<file path="config.mk">
export PLATFORM = sky130hd
export DESIGN_NAME = ctrl_sequencer
export DESIGN_NICKNAME = d
export VERILOG_FILES = /design/src/rtl/ctrl_sequencer_pkg.sv /design/src/rtl/ctrl_sequencer_decode.sv /design/src/rtl/ctrl_sequencer.sv
export SDC_FILE = /design/constraint.sdc
export NUM_CORES = 1
export LEC_CHECK = 0
export ABC_CLOCK_PERIOD_IN_PS = 3590
export CAP_MARGIN = 20
export CORE_UTILIZATION = 40
export DETAILED_ROUTE_END_ITERATION = 10
export HOLD_SLACK_MARGIN = 0.1
export PLACE_DENSITY_LB_ADDON = 0.25
export SLEW_MARGIN = 0
export SYNTH_ARGS = -nofsm -noshare
export SYNTH_HDL_FRONTEND = slang
export SYNTH_HIERARCHICAL = 1
export SYNTH_SLANG_ARGS = --single-unit
export TNS_END_PERCENT = 5
</file>
<file path="constraint.sdc">
create_clock -name Clk -period 3.59 [get_ports Clk]
set_input_delay 0.718 -clock Clk [delete_from_list [all_inputs] [get_ports Clk]]
set_output_delay 0.718 -clock Clk [all_outputs]
set_load 0.005 [all_outputs]
</file>
<file path="src/rtl/ctrl_sequencer_pkg.sv">
// Shared types for the control sequencer: opcode map, FSM states and the
// bundle of datapath enables produced by the decoder.
package ctrl_sequencer_pkg;

    localparam int DEFAULT_MEM_LAT = 1;
    localparam int DEFAULT_CNT_W   = 16;
    localparam int WAIT_W          = 3;

    typedef enum logic [3:0] {
        OP_ADD   = 4'd0,
        OP_SUB   = 4'd1,
        OP_AND   = 4'd2,
        OP_OR    = 4'd3,
        OP_XOR   = 4'd4,
        OP_SHL   = 4'd5,
        OP_SHR   = 4'd6,
        OP_INC   = 4'd7,
        OP_DEC   = 4'd8,
        OP_STR   = 4'd9,
        OP_CLR   = 4'd10,
        OP_LOAD  = 4'd11,
        OP_STORE = 4'd12,
        OP_HALT  = 4'd13,
        OP_LUT   = 4'd14,
        OP_ILL   = 4'd15
    } op_t;

    typedef enum logic [1:0] {
        S_IDLE,
        S_EXEC,
        S_MEMWAIT,
        S_HALT
    } ctrl_state_t;

    typedef struct packed {
        logic mem_read;
        logic mem_write;
        logic reg_write;
        logic acc_write;
        logic is_mem;
        logic lookup;
    } ctrl_t;

    localparam int    CTRL_W    = $bits(ctrl_t);
    localparam ctrl_t CTRL_NONE = '0;

endpackage

</file>
<file path="src/rtl/ctrl_sequencer_decode.sv">
// Combinational opcode -> datapath enable table, before any state gating.
module ctrl_decode
    import ctrl_sequencer_pkg::*;
(
    input  logic [3:0]        opcode,
    output logic [CTRL_W-1:0] ctrl
);

    ctrl_t c;

    // Halt and the reserved opcode drive nothing; the sequencer decides their fate.
    always_comb begin
        c = CTRL_NONE;
        case (op_t'(opcode))
            OP_STR:   c.reg_write = 1'b1;
            OP_LOAD: begin
                c.mem_read  = 1'b1;
                c.is_mem    = 1'b1;
                c.acc_write = 1'b1;
            end
            OP_STORE: c.mem_write = 1'b1;
            OP_LUT: begin
                c.acc_write = 1'b1;
                c.lookup    = 1'b1;
            end
            OP_HALT, OP_ILL: c = CTRL_NONE;
            default:  c.acc_write = 1'b1;
        endcase
    end

    assign ctrl = c;

endmodule

</file>
<file path="src/rtl/ctrl_sequencer.sv">
// Clocked control sequencer: decode, multi-cycle loads, run/halt and retire count.
// Optional illegal-opcode trap enabled by defining CTRL_ILLEGAL_TRAP_EN.
module ctrl_sequencer
    import ctrl_sequencer_pkg::*;
#(
    parameter int INSTR_W = 9,
    parameter int OP_W    = 4,
    parameter int MEM_LAT = DEFAULT_MEM_LAT,
    parameter int BR_COND = 0,
    parameter int CNT_W   = DEFAULT_CNT_W
) (
    input  logic               Clk,
    input  logic               Reset,
    input  logic               Start,
    input  logic [INSTR_W-1:0] Instruction,
    input  logic               ZERO,
    output logic               MEM_READ,
    output logic               MEM_WRITE,
    output logic               REG_WRITE,
    output logic               ACC_WRITE,
    output logic               IS_MEM,
    output logic               LOOKUP,
    output logic               pc_en,
    output logic               pc_init,
    output logic               branch,
    output logic               illegal,
    output logic               done,
    output logic [CNT_W-1:0]   retired
);

    ctrl_state_t       state, state_next;
    logic [WAIT_W-1:0] wait_cnt, wait_cnt_next;
    logic [CNT_W-1:0]  retired_q;
    logic [3:0]        opcode;
    logic [CTRL_W-1:0] dec_bits;
    ctrl_t             dec, en;
    logic              is_branch, br_taken;
    logic              retire, clear_retired;
    logic              pc_en_c, pc_init_c, branch_c, done_c;
    logic              illegal_c;
    logic              live;
    logic              unused_operand;

    assign opcode         = 4'(Instruction[INSTR_W-2 -: OP_W]);
    assign is_branch      = Instruction[INSTR_W-1];
    assign br_taken       = (BR_COND != 0) ? ZERO : 1'b1;
    assign unused_operand = ^Instruction[INSTR_W-OP_W-2:0];

    ctrl_decode u_decode (
        .opcode (opcode),
        .ctrl   (dec_bits)
    );

    assign dec = ctrl_t'(dec_bits);

    always_ff @(posedge Clk) begin
        if (Reset) begin
            state     <= S_IDLE;
            wait_cnt  <= '0;
            retired_q <= '0;
        end else begin
            state    <= state_next;
            wait_cnt <= wait_cnt_next;
            if (clear_retired)
                retired_q <= '0;
            else if (retire)
                retired_q <= retired_q + CNT_W'(1);
        end
    end

    // An abort (Start outside IDLE/HALT) suppresses every enable and the retire.
    always_comb begin
        state_next    = state;
        wait_cnt_next = wait_cnt;
        en            = CTRL_NONE;
        pc_en_c       = 1'b0;
        pc_init_c     = 1'b0;
        branch_c      = 1'b0;
        done_c        = 1'b0;
        illegal_c     = 1'b0;
        retire        = 1'b0;
        clear_retired = 1'b0;
        unique case (state)
            S_IDLE: begin
                pc_init_c = 1'b1;
                if (Start) begin
                    state_next    = S_EXEC;
                    clear_retired = 1'b1;
                end
            end
            S_EXEC: begin
                if (Start) begin
                    state_next = S_IDLE;
                end else if (is_branch) begin
                    branch_c = br_taken;
                    pc_en_c  = ~br_taken;
                    retire   = 1'b1;
                end else begin
                    case (op_t'(opcode))
                        OP_LOAD: begin
                            en = dec;
                            if (MEM_LAT == 0) begin
                                pc_en_c = 1'b1;
                                retire  = 1'b1;
                            end else begin
                                en.acc_write  = 1'b0;
                                wait_cnt_next = WAIT_W'(MEM_LAT);
                                state_next    = S_MEMWAIT;
                            end
                        end
                        OP_HALT: begin
                            done_c     = 1'b1;
                            retire     = 1'b1;
                            state_next = S_HALT;
                        end
`ifdef CTRL_ILLEGAL_TRAP_EN
                        OP_ILL: begin
                            illegal_c  = 1'b1;
                            done_c     = 1'b1;
                            state_next = S_HALT;
                        end
`endif
                        default: begin
                            en      = dec;
                            pc_en_c = 1'b1;
                            retire  = 1'b1;
                        end
                    endcase
                end
            end
            S_MEMWAIT: begin
                if (Start) begin
                    state_next = S_IDLE;
                end else begin
                    en.mem_read   = 1'b1;
                    en.is_mem     = 1'b1;
                    wait_cnt_next = wait_cnt - WAIT_W'(1);
                    if (wait_cnt == WAIT_W'(1)) begin
                        en.acc_write = 1'b1;
                        pc_en_c      = 1'b1;
                        retire       = 1'b1;
                        state_next   = S_EXEC;
                    end
                end
            end
            S_HALT: begin
                done_c = 1'b1;
                if (Start)
                    state_next = S_IDLE;
            end
        endcase
    end

`ifdef CTRL_ILLEGAL_TRAP_EN
    logic illegal_q;

    always_ff @(posedge Clk) begin
        if (Reset || Start)
            illegal_q <= 1'b0;
        else if (illegal_c)
            illegal_q <= 1'b1;
    end

    assign illegal = live & (illegal_c | illegal_q);
`else
    assign illegal = 1'b0;
`endif

    // Outputs read as all-zero for as long as Reset is held.
    assign live      = ~Reset;
    assign MEM_READ  = live & en.mem_read;
    assign MEM_WRITE = live & en.mem_write;
    assign REG_WRITE = live & en.reg_write;
    assign ACC_WRITE = live & en.acc_write;
    assign IS_MEM    = live & en.is_mem;
    assign LOOKUP    = live & en.lookup;
    assign pc_en     = live & pc_en_c;
    assign pc_init   = live & pc_init_c;
    assign branch    = live & branch_c;
    assign done      = live & done_c;
    assign retired   = live ? retired_q : '0;

endmodule

</file>
Word-level counts from Yosys, hierarchy flattened. Cells that the tools add are included.

Flip-flop bits (word level): 21. Input bits: 13. Output and inout bits: 27.

$add $sub $neg: 2. Eq/ne operators: 19. Muxes and demuxes: 48. Bitwise logic cells: 11. Reduce and logical (&&, ||, !) cells: 7.

Operators by type and width (count): equality test 4 bit, second input constant (6); 2-to-1 mux 1 bit (24); adder 16 x 1 -> 16 bit, second input constant (1); 2-to-1 mux 16 bit (1); 2-to-1 mux 2 bit (8); 2-to-1 mux 3 bit (4); 2-to-1 mux 6 bit (2); case mux 6 bit (2 select lines) (1); AND 1 bit (10); != test 2 bit, second input constant (5); AND reduction 5 bit (2); case mux 1 bit (2 select lines) (4); case mux 2 bit (2 select lines) (2); case mux 2 bit (4 select lines) (1); != test 3 bit, second input constant (2); case mux 3 bit (2 select lines) (1); equality test 2 bit, second input constant (2); != test 4 x 2 -> 1 bit, second input constant (1); OR reduction 2 bit (2); OR reduction 4 bit (1); equality test 3 x 1 -> 1 bit, second input constant (1); subtractor 3 x 1 -> 3 bit, second input constant (1); equality test 2 x 1 -> 1 bit, second input constant (1); zero test 2 bit (1); 3 further kinds (3).

Longest topological paths before layout.
Word-level depth: 8. Gate-level depth with buffers: 9. Gate-level depth less buffers: 6.

By module. Netlist, hierarchy kept.

Modules (own cells, without submodules): ctrl_sequencer (instances 1, cells an instance 194, area each 1491.4 µm², seq. area each 420.4 µm²); ctrl_decode (instances 1, cells an instance 10, area each 66.3 µm², seq. area each 0.0 µm²).

Worst setup path after synthesis. No wires, ideal clock.

Path type: input to output. From: in Start. To: out ACC_WRITE. Data arrival time: 1.559 ns. Data required time: 2.872 ns. Slack: 1.313 ns. Cell stages on the path: 4. Cells stage by stage: or3b_4 nor2_1 nand3_1 a21oi_1.

Cells in the longest elaborated chain, start to end: 3.

Ends and longest elaborated chain: from (decl) (line ctrl_sequencer.sv:14) `input logic Start,`; 2-to-1 mux 2 bit / 2-to-1 mux 6 bit (equally long branches) (line ctrl_sequencer.sv:132, ctrl_sequencer.sv:92); case mux 2 bit (2 select lines) * (line ctrl_sequencer.sv:83) `unique case (state)`; AND 1 bit * (line ctrl_sequencer.sv:174) `assign ACC_WRITE = live & en.acc_write;`; to (decl) (line ctrl_sequencer.sv:20) `output logic ACC_WRITE,`.

Every way passes the cells marked *; elsewhere a longest branch is shown, timed or not.

Worst setup path in the final report.
From: in Instruction[8]. To: out ACC_WRITE.

Cells in the longest elaborated chain, start to end: 4.

Ends and longest elaborated chain: from (decl) (line ctrl_sequencer.sv:15) `input logic [INSTR_W-1:0] Instruction,`; 2-to-1 mux 6 bit (line ctrl_sequencer.sv:94) `end else if (is_branch) begin`; 2-to-1 mux 6 bit (line ctrl_sequencer.sv:92) `if (Start) begin`; case mux 2 bit (2 select lines) (line ctrl_sequencer.sv:83); AND 1 bit (line ctrl_sequencer.sv:174).

No other way between the ends.

==> qor.yml <==
worst_hold_path:
  hold_path_depth: 2
  worstHoldStart: "retired_q[15]"
  hp-class: "flop to flop"
  min_to: "retired_q[15]"
place:
  gp_congestion: 0.847
  placed_area_um2: 1930
  dp_hpwl_mm: 2.69
  port_buffers: 33
  place_ws_ns: 0.268
critical_path:
  worstPathArrival_ns: 2.61
  worst_setup_path_end_kind: "output pin"
  r2r_end: "wait_cnt[2]"
  r2r_cells: 6
  r2r_setup_slack_ns: 1.36
  crit_start: "Instruction[8]"
  critPathRequiredTime_ns: 2.87
  setup.worst_path.start_class: "input pin"
  crit_type: "input pin to output pin"
  reg2reg_from: "state[1]"
  critPathMaxFanout: 5
final_layout:
  finish.net_count: 256
  fin_area_um2: 1970
  multi_input_area_um2: 1040
  drive_gt1_frac: 0.0684
  ff_latch_area_um2: 420
  antennaDiodeCount: 0
  syn_to_final_growth_pct: 26.7
  fillCellCount: 384
synth:
  seq_area_frac_synth: 0.270
  yosys_warnings: 6
  synth_area_um2: 1560
  synth_top_family_by_area: "simple AND/OR/NAND/NOR gates"
  synthAdderAreaFrac: 0.0643
  synth_fp_nets: 225
  synthMuxAreaShare: 0.00723
  synth_edf_count: 0
  synth_compound_area_frac: 0.231
  syn_inst: 204
  ys_types: 44
  synthSimpleGateAreaFrac: 0.357
  synthXorXnorAreaFrac: 0.00562
  ys_ff_latch: 21
  synthFlopType: "dfxtp_1"
  synth-async-reset-ratio: 0
  avgSynthCellArea_um2: 7.64
route:
  drt_first_pass_iters: 4
  via_per_inst: 5.60
  drtIter0Drc: 70
  dr_total_vias: 1578
  wl_mm: 3.64
  antenna_left: 0
  drc_errors: 0
  routedWlPerCell_um: 12.9
floorplanning:
  fp.dieW_um: 64.4
  fp.dieH_um: 64.4
  start_util: 0.422
  core_um2: 3690
  core.rowCount: 22
  dieArea_um2: 4150
  ios: 40
timing:
  worstMarginPinSlew_ns: 0.538
  rsz0062_at_grt: "false"
  post-route-period-util: 0.928
  hold_viol_final: 0
  finalClockSkew_ns: 0.00373
  fin_crit_ns: 3.33
  setup_viol: 0
  fin_setup_tns_ns: 0
  max_freq_mhz: 300
  fin_ws_ns: 0.258
  max-slew-margin-rel: 0.641
  slew_viol_final: 0
power:
  leakage_nw: 0.654
  ir_drop_v: 0.000169
  power_density_nw_per_um2: 259
cts:
  clk_latency_ns: 0.26
  postCtsHoldBufs: 0
  cts.path.max_buffers: 2
  numClockSinks: 21
  cts_made_buffers: 3
  cts_root_buffer: "clkbuf_8"
  cts_tree: "yes"
  cts_setup_buffers: 0
  postCtsResizedCells: 0
  clk_pin_slew_ns: 0.08
  cts_max_level: 1
global_route:
  grt-ovfl-total: 0
  grt_pass1_wl_mm: 6.07
  grt_max_degree: 24
  antenna_found_initial: 0
  grt_pass1_vias: 1331
  grt_util_all_layers: 0.181
flow_run:
  max_cap_violations: 0
run_status:
  outcome: "complete, no violations"
## per-stage QoR
stage | utilization | hold slack [ns] | total power [mW] | instances
2_1_floorplan | - | 0.447 | 0.326 | 204
6_report | 0.535 | 0.479 | 0.512 | 282
4_1_cts | 0.535 | 0.484 | 0.515 | 282
5_1_grt | 0.535 | 0.499 | 0.539 | 282
3_5_place_dp | 0.522 | 0.472 | 0.357 | 278
3_3_place_gp | 0.522 | 0.463 | 0.357 | 278
## critical path: stages
cell and delay [ns]:
clkdlybuf4s50_1 0.47, or3b_4 0.43, nor2_1 0.22, nand3_1 0.11
a21oi_1 0.15, clkdlybuf4s50_1 0.51
## area by class of cell
cell class	count	area share
Multi-Input combinational cell	162	0.529
Sequential cell	21	0.213
Timing Repair Buffer	38	0.186
Tap cell	48	0.0304
Clock buffer	3	0.0209
Inverter	9	0.0171
Clock inverter	1	0.00254
## layout by cell type (no fill, tap or decap), types with 8 or more instances in the layout
| master | count |
|---|---|
| inv_1 | 9 |
| dfxtp_1 | 21 |
| ha_1 | 8 |
| nand3_1 | 9 |
| o21ai_0 | 8 |
| clkdlybuf4s50_1 | 33 |
| nor2b_1 | 20 |
| nand2_1 | 14 |
| a21oi_1 | 20 |
| o31ai_1 | 10 |
| nor2_1 | 13 |
| or4_1 | 10 |
## layer usage
layer / wire length (um) / GRT usage / vias up
met4: 11 / 0.0250 / 0
met5: 0 / 0 / -
met2: 1550 / 0.276 / 42
met1: 1920 / 0.265 / 724
li1: - / - / 810
met3: 157 / 0.0339 / 2
## logic make-up (layout without fill, tap and decap cells)
kind of cell / count (synthesis) / in the layout
xor+xnor: 1 / 1
compound gates: 56 / 56
fa+ha+maj: 8 / 8
mux: 1 / 1
other cells: 1 / 1
buf+inv: 21 / 51
flops: 21 / 21
simple gates: 95 / 95
## power by group
| group | total, mW | internal, mW | switching (mW) |
|---|---|---|---|
| logic | 0.116 | 0.0445 | 0.0711 |
| registers | 0.238 | 0.235 | 0.00227 |
| clock network | 0.159 | 0.0774 | 0.0812 |
## how the worst max path moves through the flow
stage / endpoint / slack (ns)
5_1_grt: ACC_WRITE / 0.09
4_1_cts: ACC_WRITE / 0.27
3_3_place_gp: ACC_WRITE / 0.26
2_1_floorplan: ACC_WRITE / 1.31
3_5_place_dp: ACC_WRITE / 0.27
6_report: ACC_WRITE / 0.26
## flip-flops by register name, summed over array words and instances (netlist names)
signal,count
retired_q,16
state,2
wait_cnt,3
## cell usage after synthesis, types with 3 or more instances
master	count	area, um^2
buf_4	3	22.5
or3_1	3	18.8
nor2b_1	20	125
and2_1	3	18.8
o31ai_1	10	75.1
inv_1	9	33.8
a31oi_1	4	25.0
nor3_1	6	30.0
dfxtp_1	21	420
nand3_1	9	45.0
nor2_1	13	48.8
a21oi_1	20	100
clkbuf_1	6	22.5
ha_1	8	100
nand2_1	14	52.6
or4_1	10	75.1
o21ai_0	8	40.0
a211oi_1	3	22.5
No activity file was read; power rests on OpenSTA's default activity.
==> variant 1 (same flow settings) <==
The 4 states of `ctrl_state_t` get a Gray code encoding in 2 bits.
--- a/src/rtl/ctrl_sequencer_pkg.sv
+++ b/src/rtl/ctrl_sequencer_pkg.sv
@@ -28,6 +28,6 @@
     typedef enum logic [1:0] {
-        S_IDLE,
-        S_EXEC,
-        S_MEMWAIT,
-        S_HALT
+        S_IDLE    = 2'b00,
+        S_EXEC    = 2'b01,
+        S_MEMWAIT = 2'b11,
+        S_HALT    = 2'b10
     } ctrl_state_t;
Behaviour: same outputs for any inputs over 10 cycles, from zero or initial values and one cycle with Reset high; not proved beyond that.
==> variant 1 against the unedited design <==
Core utilization up 0.98 points; area after synthesis barely moved; via count is 1.4% lower; design area is 1.8% higher; total power shrank 1.5%; worst setup slack improved by 45 ps; sequential cell count stayed put; wire length decreased by 1.4%; combinational power shrank 8%.
==> variant 1: results (changes against the unedited design) <==
worstMarginPinSlew_ps: 606  # +67.4 ps
fillers: 371  # -3.4%
syn_avg_cell_area_um2: 7.91  # +3.6%
power_frac_comb_pct: 21.1  # -1.5 points
finalNetCount: 256  # unchanged
clock_area_share_pct: 2.30  # -0.042 points
fmaxAchievable_mhz: 304  # +1.4%
dp_cells: 278  # unchanged
switching_power_uw: 148  # -4.4%
peakVddDrop_v: 0.000146  # -14%
synth_common_cells: "a21oi_1, dfxtp_1, nor2b_1, nand2_1, o21ai_0"
grt_use_met2_pct: 30.3  # +2.6 points
synth.mux.area_fraction_pct: 1.28  # +0.56 points
multi_input_area_share_pct: 52.7  # -0.27 points
grt_use_total_pct: 18.0  # -0.067 points
use_met1_pct: 24.3  # -2.2 points
drive_gt1_share_pct: 8.55  # +1.7 points
nNonClkBuffers: 42  # +11%
worst-r2r-setup-slack_ps: 1660  # +300 ps
synth_adder_area_share_pct: 6.42  # about the same
synth_compound_area_share_pct: 24.1  # +1.0 points
busiest_layer: "met2"
arrival_ps: 2570  # -40 ps
drtIter0Drc: 42  # -40%
yosysSeqAreaShare_pct: 27.0  # about the same
hpwl_mm: 2.61  # -3.0%
multi_input_gates: 160  # -1.2%
crit_fanout: 7  # +2
syn_nets: 218  # -3.1%
met3_length_um: 159  # +1.3%
rr_worst_depth: 7  # +1
status: "completed"
route.vias.total: 1556  # -1.4%
finalWirelength_mm: 3.59  # -1.4%
inverters: 7  # -2
grt_pass1_wl_mm: 6.13  # +1.0%
grtUsageMet3_pct: 2.29  # -1.1 points
clock_skew_ps: 3.83  # +0.109 ps
yosys_warnings: 6  # unchanged
grt_start_max_net_pins: 25  # +4.2%
grt_pass1_vias: 1397  # +5.0%
synth-xor-area-share_pct: 0  # -0.56 points
timing.rr.end: "wait_cnt[0]$_SDFFE_PP0P_"
startpoint: "Instruction[7]"
p_leak_uw: 0.000675  # +3.1%
dr_wl_met2_mm: 1.66  # +7.2%
bufAreaShareNonClock_pct: 19.8  # +1.2 points
min_from: "wait_cnt[1]$_SDFFE_PP0P_"
hold_end: "wait_cnt[1]$_SDFFE_PP0P_"
synth.distinct_cells: 43  # -2.3%
wl_met1_mm: 1.75  # -8.9%
[variant 1: cell count changes in the layout (fill, tap and decap cells not counted), moves of 3 or more]
cell / change
nor2_1: -8
nand2b_1: +6
and3_1: +5
o21ai_0: +5
a31oi_1: -4
buf_4: +4
o31ai_1: -4
a2111o_1: +3
a21oi_1: +3
or4_1: -3
[variant 1: metrics by stage]
| stage | setup slack, ps | utilization, % | hold slack [ps] | area [um^2] | total power [uW] |
|---|---|---|---|---|---|
| 2_1_floorplan | 1090 | - | 446 | 1560 | 314 |
| 3_3_place_gp | 326 | 53.2 | 457 | 1960 | 349 |
| 3_5_place_dp | 329 | 53.2 | 462 | 1960 | 351 |
| 4_1_cts | 317 | 54.5 | 476 | 2010 | 508 |
| 5_1_grt | 215 | 54.5 | 506 | 2010 | 529 |
| 6_report | 303 | 54.5 | 474 | 2010 | 504 |
==> variant 2 (same flow settings) <==
Without the edit above. Add a define of `CTRL_ILLEGAL_TRAP_EN`.
--- a/src/rtl/ctrl_sequencer.sv
+++ b/src/rtl/ctrl_sequencer.sv
@@ -2,2 +2,4 @@
 // Optional illegal-opcode trap enabled by defining CTRL_ILLEGAL_TRAP_EN.
+`define CTRL_ILLEGAL_TRAP_EN
+
 module ctrl_sequencer
Check against the original RTL: not equivalent (Yosys sat finds a counterexample within 4 cycles, from zero or initial values and one cycle with Reset high).
==> variant 2 against the unedited design <==
Clock skew shrank 2.5 ps; non-clock buffer count grew 2; critical path depth is the same; wire length shrank 3.3%; sequential cell count grew 1; design area grew 3.7%; area after synthesis grew 2.1%; worst hold slack lost 10 ps; worst setup slack gained 110 ps; total power grew 11%.
==> variant 2: results (changes against the unedited design) <==
synth-xor-area-share_pct: 1.10  # +0.54 points
grtUsageMet3_pct: 3.70  # +0.30 points
hpwl_mm: 2.51  # -6.5%
grt_start_max_net_pins: 17  # -29%
finalNetCount: 252  # -1.6%
power.total_uw: 568  # +11%
p_leak_uw: 0.000693  # +5.9%
dp_cells: 274  # -1.4%
endpoint: "MEM_READ"
grt_pass1_vias: 1317  # -1.1%
timing.rr.start: "state[0]$_SDFFE_PP0P_"
whs_ps: 469  # -10.5 ps
status: "completed"
placed_area_um2: 1970  # +2.5%
timing.rr.end: "retired_q[13]$_SDFFE_PP0P_"
vias_per_cell: 5.50  # -1.6%
peakVddDrop_v: 0.000237  # +41%
max_slew_margin_pct: 54.2  # -9.9 points
yosysSeqAreaShare_pct: 27.7  # +0.71 points
synth_compound_area_share_pct: 22.6  # -0.47 points
synth.area.top_cells: "dfxtp_1, nor2b_1, ha_1"
clock_skew_ps: 1.18  # -2.55 ps
syn_avg_cell_area_um2: 8.03  # +5.2%
synth_adder_area_share_pct: 6.29  # -0.13 points
use_met1_pct: 24.0  # -2.5 points
power_frac_seq_pct: 44.1  # -2.3 points
grt_use_met2_pct: 27.3  # -0.29 points
finalWirelength_mm: 3.52  # -3.3%
grt_use_total_pct: 17.1  # -0.91 points
final_cell_count_no_fill: 278  # -1.4%
[variant 2: cell types whose count changed in the layout (fill, tap and decap cells not counted), moves of 3 or more]
| cell | unedited run | this run |
|---|---|---|
| nand3_1 | 9 | 6 |
| nor2_1 | 13 | 9 |
| and2_1 | 3 | 0 |
| and3b_1 | 0 | 4 |
| or4_1 | 10 | 7 |
| nand2_1 | 14 | 10 |
| nand4_1 | 2 | 5 |
| a21o_1 | 1 | 4 |
| nand2b_1 | 1 | 5 |
[variant 2: area by class of cell]
cell class | instances | area (um^2)
inverter | 8 | 30.0
clock inverter | 1 | 30.0
sequential | 22 | 440
tap | 48 | 60.1
fill | 400 | 1700
timing repair buffer | 40 | 385
multi-input combinational | 156 | 1060
clock buffer | 3 | 41.3
[variant 2: metal layers]
metal | routed length, um | up-vias | share of wire, %
met5 | 0 | - | 0
met4 | 16 | 0 | 0.45
met3 | 106 | 2 | 3.0
met2 | 1620 | 20 | 46
met1 | 1780 | 709 | 51
li1 | - | 799 | -
